**src/rtl/deserializer_queue_pkg.sv**
```systemverilog
// deserializer_queue_pkg: shared widths, byte type and deserializer state encoding
package deserializer_queue_pkg;
    localparam int DATA_WIDTH = 8;
    localparam int DEPTH      = 8;
    localparam int LEN_W      = $clog2(DEPTH + 1);
    localparam int PTR_W      = $clog2(DEPTH);
    localparam int CNT_W      = $clog2(DATA_WIDTH);
    typedef logic [DATA_WIDTH-1:0] data_t;
    typedef enum logic {COLLECT, HOLD} deser_state_t;
endpackage

```
**src/rtl/deserializer.sv**
```systemverilog
// deserializer: assembles qualified serial bits into a byte and holds it until acked (DESER_LSB_FIRST_EN selects LSB-first)
module deserializer
    import deserializer_queue_pkg::*;
(
    input  logic                  clock,
    input  logic                  reset,
    input  logic                  data_in,
    input  logic                  write_in,
    input  logic                  ack_in,
    output logic [DATA_WIDTH-1:0] byte_out,
    output logic                  data_ready,
    output logic                  status_out
);
    deser_state_t     state, state_n;
    logic [CNT_W-1:0] cnt;
    data_t            sr, shifted;
    logic             take;

    assign take = (state == COLLECT) && write_in;
`ifdef DESER_LSB_FIRST_EN
    assign shifted = {data_in, sr[DATA_WIDTH-1:1]};
`else
    assign shifted = {sr[DATA_WIDTH-2:0], data_in};
`endif
    assign byte_out   = sr;
    assign data_ready = (state == HOLD);
    assign status_out = (state == HOLD);

    // next state: last bit of a byte enters HOLD, an accepted push releases it
    always_comb begin
        state_n = state;
        if (take && cnt == CNT_W'(DATA_WIDTH - 1))
            state_n = HOLD;
        else if (state == HOLD && ack_in)
            state_n = COLLECT;
    end

    // state register
    always_ff @(posedge clock or negedge reset) begin
        if (!reset)
            state <= COLLECT;
        else
            state <= state_n;
    end

    // shift register and bit counter; bits arriving in HOLD are dropped
    always_ff @(posedge clock or negedge reset) begin
        if (!reset) begin
            sr  <= '0;
            cnt <= '0;
        end else if (take) begin
            sr  <= shifted;
            cnt <= cnt + 1'b1;
        end else if (state == HOLD && ack_in) begin
            cnt <= '0;
        end
    end
endmodule

```
**src/rtl/deserializer_queue_top.sv**
```systemverilog
// deserializer_queue_top: serial deserializer feeding an 8-entry circular byte FIFO
module deserializer_queue_top
    import deserializer_queue_pkg::*;
(
    input  logic                  clock,
    input  logic                  reset,
    input  logic                  data_in,
    input  logic                  write_in,
    input  logic                  enqueue_in,
    input  logic                  dequeue_in,
    output logic                  data_ready,
    output logic                  status_out,
    output logic [LEN_W-1:0]      len_out,
    output logic [DATA_WIDTH-1:0] data_out
);
    data_t            mem [DEPTH];
    data_t            held;
    logic [PTR_W-1:0] head, tail;
    logic             push, pop;

    assign push = data_ready && enqueue_in && (len_out != LEN_W'(DEPTH));
    assign pop  = dequeue_in && (len_out != '0);

    deserializer u_deser (
        .clock      (clock),
        .reset      (reset),
        .data_in    (data_in),
        .write_in   (write_in),
        .ack_in     (push),
        .byte_out   (held),
        .data_ready (data_ready),
        .status_out (status_out)
    );

    // storage is intentionally not reset; occupancy alone defines validity
    always_ff @(posedge clock) begin
        if (push)
            mem[tail] <= held;
    end

    // pointers, occupancy and registered pop data; push and pop judged on start-of-cycle occupancy
    always_ff @(posedge clock or negedge reset) begin
        if (!reset) begin
            head     <= '0;
            tail     <= '0;
            len_out  <= '0;
            data_out <= '0;
        end else begin
            if (push)
                tail <= tail + 1'b1;
            if (pop) begin
                head     <= head + 1'b1;
                data_out <= mem[head];
            end
            len_out <= len_out + LEN_W'(push) - LEN_W'(pop);
        end
    end
endmodule

```
**config.mk**
```make
export PLATFORM = sky130hd
export DESIGN_NAME = deserializer_queue_top
export DESIGN_NICKNAME = d
export VERILOG_FILES = /design/src/rtl/deserializer_queue_pkg.sv /design/src/rtl/deserializer.sv /design/src/rtl/deserializer_queue_top.sv
export SDC_FILE = /design/constraint.sdc
export NUM_CORES = 1
export LEC_CHECK = 0
export CAP_MARGIN = 20
export CORE_ASPECT_RATIO = 0.7
export CORE_MARGIN = 2
export CORE_UTILIZATION = 40
export DETAILED_ROUTE_END_ITERATION = 7
export PLACE_DENSITY_LB_ADDON = 0.05
export SETUP_SLACK_MARGIN = 0.05
export SKIP_LAST_GASP = 1
export SLEW_MARGIN = 10
export SYNTH_ARGS = -nofsm -noshare
export SYNTH_HDL_FRONTEND = slang
export SYNTH_SLANG_ARGS = --single-unit
```
**constraint.sdc**
```tcl
create_clock -name clock -period 3.5 [get_ports clock]
set_input_delay 0.7 -clock clock [delete_from_list [all_inputs] [get_ports clock]]
set_output_delay 0.7 -clock clock [all_outputs]
set_load 0.05 [all_outputs]
```
Yosys cells after proc, flatten, opt, wreduce, memory -nomap -nowiden
Memory sizes are Yosys's and may differ from the RTL's. A register that Yosys moved wholly into a read port is not among the register bits.
Cells that the tools add are included.
{"block": "word_totals", "register_bits": 22, "ram_bits": 64, "out_inout_bits": 14, "elab_cells": 31, "n_memories": 1}
{"name": "mem", "words": 8, "word_bits": 8, "rd": 1, "rd_ports_with_merged_regs": 1, "wr": 1, "line_no": "deserializer_queue_top.sv:16", "source": "data_t mem [DEPTH];"}
{"block": "op_classes", "add_sub_neg": 5, "eq_ne": 2, "n_mux": 6, "bitwise": 1, "n_reduce_logical": 10}
{"cell": "$add A3 B1 Y3 const B", "n": 3}
{"cell": "$logic_and A1 B1 Y1", "n": 6}
{"cell": "$mux W3", "n": 2}
{"cell": "$add A4 B1 Y4", "n": 1}
{"cell": "$mux W1", "n": 4}
{"cell": "$ne A4 B4 Y1 const B", "n": 1}
{"cell": "$reduce_bool A2 Y1", "n": 2}
{"cell": "$reduce_bool A4 Y1", "n": 1}
{"cell": "$sub A4 B1 Y4", "n": 1}
{"cell": "$eq A3 B3 Y1 const B", "n": 1}
{"cell": "$logic_not A1 Y1", "n": 1}
{"cell": "$not A1 Y1", "n": 1}

Longest topological paths before layout
{"block": "depth", "ltp_word": 5, "ltp_mapped": 12, "mapped_depth_nobuf": 11}

Hierarchy
Synthesis repeated with hierarchy kept, for this count alone.
{"block": "hier_totals", "cells_unflattened": 238, "hier_area_um2": 4012.6}
{"module": "deserializer_queue_top", "n_inst": 1, "cells_per_inst": 204, "area_per_inst_um2": 3455.8}
{"module": "deserializer", "n_inst": 1, "cells_per_inst": 34, "area_per_inst_um2": 556.8}

Worst setup path after synthesis
No wires, ideal clock.
{"block": "synth_timing", "path_kind": "register to register", "start": "register len_out[2]", "end": "register len_out[2]", "setup_ns": 0.122, "arrival_time_ns": 2.493, "required_time_ns": 3.378, "path_slack_ns": 0.885, "stages_incl_launch_ff": 12, "n_path_buf": 1, "path_cell_list": "dfrtp_1 > inv_1 > ha_1 > nor3b_4 > nand2b_1 > buf_6 > inv_1 > ha_1 > inv_1 > ha_1 > fa_1 > xor2_1"}
{"block": "synth_between", "elab_cells_between_ends": 6, "cone_classes": "add/sub: 2; eq/ne: 1; reduce/logical: 3"}
{"element": "start, declared", "line_no": "deserializer_queue_top.sv:13", "source": "output logic [LEN_W-1:0] len_out,"}
{"element": "start signal, assigned", "line_no": "deserializer_queue_top.sv:55", "source": "len_out <= len_out + LEN_W'(push) - LEN_W'(pop);"}
{"element": "$reduce_bool A4 Y1", "line_no": "deserializer_queue_top.sv:22", "source": "assign pop = dequeue_in && (len_out != '0);"}
{"element": "$logic_and A1 B1 Y1", "line_no": "deserializer_queue_top.sv:22"}
{"element": "net pop", "line_no": "deserializer_queue_top.sv:19", "source": "logic push, pop;"}
{"element": "$sub A4 B1 Y4", "line_no": "deserializer_queue_top.sv:55"}
The timed path passes the listed nets, and every way through them passes these cells.
A chain may end at the register's enable or synchronous reset.

Worst setup path in the final report
{"block": "layout_timing", "start": "input enqueue_in", "end": "register len_out[2]"}
{"block": "layout_between", "elab_chain_len": 4}
{"element": "start, declared", "line_no": "deserializer_queue_top.sv:9", "source": "input logic enqueue_in,"}
{"element": "$logic_and A1 B1 Y1 (2 in series)", "line_no": "deserializer_queue_top.sv:21", "source": "assign push = data_ready && enqueue_in && (len_out != LEN_W'(DEPTH));"}
{"element": "$add A4 B1 Y4", "line_no": "deserializer_queue_top.sv:55"}
{"element": "$sub A4 B1 Y4", "line_no": "deserializer_queue_top.sv:55"}
Every way passes these cells.

==> summary.txt <==
Critical path
  • Crit-path max cell delay: 0.45 ns
  • Worst setup EP type: flip-flop
  • R2R cell count: 10
  • Critical Path RT: 3.73 ns
  • CP Launch Point: enqueue_in
  • RR Startpoint: len_out[2]
  • CP startpoint kind: input port
  • Buffers plus inverters on the worst setup path: 3
  • Crit Path Class: input port to flip-flop
  • Instance count on the critical path: 9
  • Critical-path cell list: clkdlybuf4s50_1, nand2_1, a21oi_4, inv_2, ha_1, inv_1, ha_1, fa_1, xor2_1
  • FF-to-FF setup slack: 1.06 ns
  • CP dominant cell by count: ha_1
  • CP top delay family: adder cells
  • Critical Path Slowest Stage Cell: clkdlybuf4s50_1
  • Critical Path AT: 2.68 ns
  • Worst R2R End: len_out[2]
  • Crit Path Max Fanout: 10

Place
  • GPL Wtd Cong: 0.700
  • DP HPWL: 5250 um
  • Port buffer count: 19
  • Pre-CTS WS: 0.685 ns

Route
  • Drt total wl: 7690 um
  • Vias: 2121
  • DR pass1 iterations: 4
  • Initial DRC Count: 124
  • DRC viols: 0
  • Wirelength per Cell: 18.3 um
  • Via density: 5.05
  • Post-DRT Antenna Nets: 0

GRT
  • Largest net degree at the start of global routing: 31
  • Antenna violations before repair: 0
  • GRT overflow: 0
  • Vias in the first global route: 2068
  • GRT Resource Usage Total: 0.160
  • Global-route wire length before repair: 12200 um

Floorplanning
  • Ports: 20
  • Die Wd: 123 um
  • Die area: 0.0108 mm2
  • Core footprint: 0.00968 mm2
  • Starting Density: 0.410
  • FP Rows: 30
  • Die Ht: 87.4 um

Worst hold path
  • Min-delay worst type: flip-flop to flip-flop
  • Hold path start: data_out[7]
  • Hold Path End: data_out[7]
  • WHS Path Cells: 2

Logic synthesis
  • Area contributors post-synth: edfxtp_1, dfrtp_1, mux2i_1
  • Post-synth top area share: 0.484
  • Post-synthesis sequential area ratio: 0.673
  • Cell count after synthesis: 256
  • Synthesized area per cell: 15.5 um2
  • Synth unique cells: 36
  • Seq cells post-synth: 94
  • Syn Nets: 273
  • Post-Syn Area: 0.00397 mm2
  • Synth warnings: 0
  • Area leader, netlist: edfxtp_1

Timing
  • RSZ-0062 raised after global routing: false
  • Tightest Pin Transition: 0.800 ns
  • Final Skew: 0.00608 ns
  • Final setup fails: 0
  • Final Hold Fails: 0
  • Setup WS post-layout: 1.05 ns
  • Min cycle time layout: 2.45 ns
  • Max Clk Rate: 408 MHz
  • Setup TNS: 0 ns
  • Slew headroom: 0.466
  • Final period util: 0.700
  • Slew Viols, Final: 0

Run
  • Max-cap viol count: 0

Clock network
  • TritonCTS sink count: 94
  • Root Buffer: clkbuf_16
  • Resize count post-CTS: 0
  • Clock tree buffer depth: 2
  • Reg clk slew, reported paths: 0.06 ns
  • Setup Buffers After CTS: 0
  • Num CTS Buffers: 9
  • CTS tree: done
  • Worst-Skew Late Latency: 0.34 ns
  • Number of hold buffers added after CTS: 0
  • Htree depth: 3

Layout
  • Layout overhead on the synthesized area: 16.5%
  • Fin nets: 304
  • Layout cells sized above 1: 0.188
  • Ant diodes: 0

Power and ir drop
  • Static leakage: 1.78 nW
  • P per Cell Area: 896 mW/mm2
  • VDD IR max: 0.388 mV

Status
  • Status: finished, final reports clean
[report_power, final]
| group | switching [mW] | leakage (nW) | internal [mW] | total (mW) |
|---|---|---|---|---|
| logic | 0.819 | 0.674 | 0.559 | 1.38 |
| clock network | 0.396 | 0.150 | 0.617 | 1.01 |
| registers | 0.284 | 0.952 | 1.47 | 1.76 |
[state kept, by name, summed over array words and instances, names as in the netlist]
register / cells
data_out: 8
len_out: 4
head: 3
u_deser.cnt: 3
u_deser.byte_out: 8
mem: 64
u_deser.data_ready: 1
tail: 3
[cell usage in the layout (no fill, tap or decap), types with 2 or more instances in the layout]
master,instances
nand2b_1,4
clkinvlp_4,2
inv_1,9
a22o_1,9
o31ai_2,8
nor2b_1,2
mux2i_1,16
o21ai_0,11
xor2_1,3
xnor2_1,3
clkbuf_16,10
nor4b_2,4
mux2_1,5
mux2_2,12
nor4_1,2
o22ai_1,8
nor2_1,2
clkdlybuf4s50_1,19
dfrtp_1,30
nand2_1,32
nor3_1,2
ha_1,10
edfxtp_1,64
buf_4,12
[cell families after synthesis]
group	synth area share
xor gates and xnor gates	0.0132
and+or+nand+nor	0.0690
muxes	0.0923
buffers and inverters	0.0359
AOI/OAI and AO/OA	0.0806
DFF	0.673
adders and majority gates	0.0365
[routing by layer]
layer | GRT usage | up-vias | routed length [um]
li1 | - | 1012 | -
met1 | 0.245 | 1075 | 4170
met2 | 0.213 | 26 | 3170
met3 | 0.0491 | 8 | 253
met4 | 0.0496 | 0 | 94
met5 | 0 | - | 0
[Yosys cell counts (all sizes together)]
master / n
dfrtp: 30
a211oi: 1
nor3: 2
o22ai: 8
inv: 10
o31ai: 8
nor4b: 4
mux2i: 16
nand2: 32
mux2: 18
ha: 10
xnor2: 3
o21ai: 11
fa: 1
clkbuf: 1
edfxtp: 64
nand2b: 4
buf: 10
nor4: 2
nor2: 2
nor3b: 1
a21o: 1
a22o: 9
a21oi: 2
nor2b: 2
xor2: 3
nand3b: 1
[worst min-delay path: cells and delay by family, from the launching register on]
family	cells	cell delay, ns
AO/OA/AOI/OAI	2	0.16
flip-flops	1	0.34
[how the worst max path moves through the flow]
stage                       endpoint  slack (ns)
after floorplan           len_out[2]        0.89
after global placement    len_out[2]        0.72
after detailed placement  len_out[2]        0.68
after CTS                 len_out[2]         1.0
after global routing      len_out[2]        0.87
final                     len_out[2]        1.05
[final cells by class]
class | count | area [um2]
Multi-Input combinational cell | 141 | 1160
Clock buffer | 12 | 268
Sequential cell | 94 | 2670
Fill cell | 840 | 5050
Inverter | 10 | 37.5
Tap cell | 128 | 160
Timing Repair Buffer | 31 | 280
Clock inverter | 4 | 53.8
[stage by stage]
| stage | total power, mW | cell area, um2 | util | hold slack (ns) | instances |
|---|---|---|---|---|---|
| after floorplan | 2.78 | 3970 | - | 0.404 | 256 |
| after global placement | 3.16 | 4310 | 0.445 | 0.516 | 404 |
| after detailed placement | 3.17 | 4310 | 0.445 | 0.525 | 404 |
| after CTS | 4.19 | 4630 | 0.478 | 0.539 | 420 |
| after global routing | 4.39 | 4630 | 0.478 | 0.569 | 420 |
| final | 4.15 | 4630 | 0.478 | 0.539 | 420 |
Note: power is estimated with default switching activity, not from simulation.
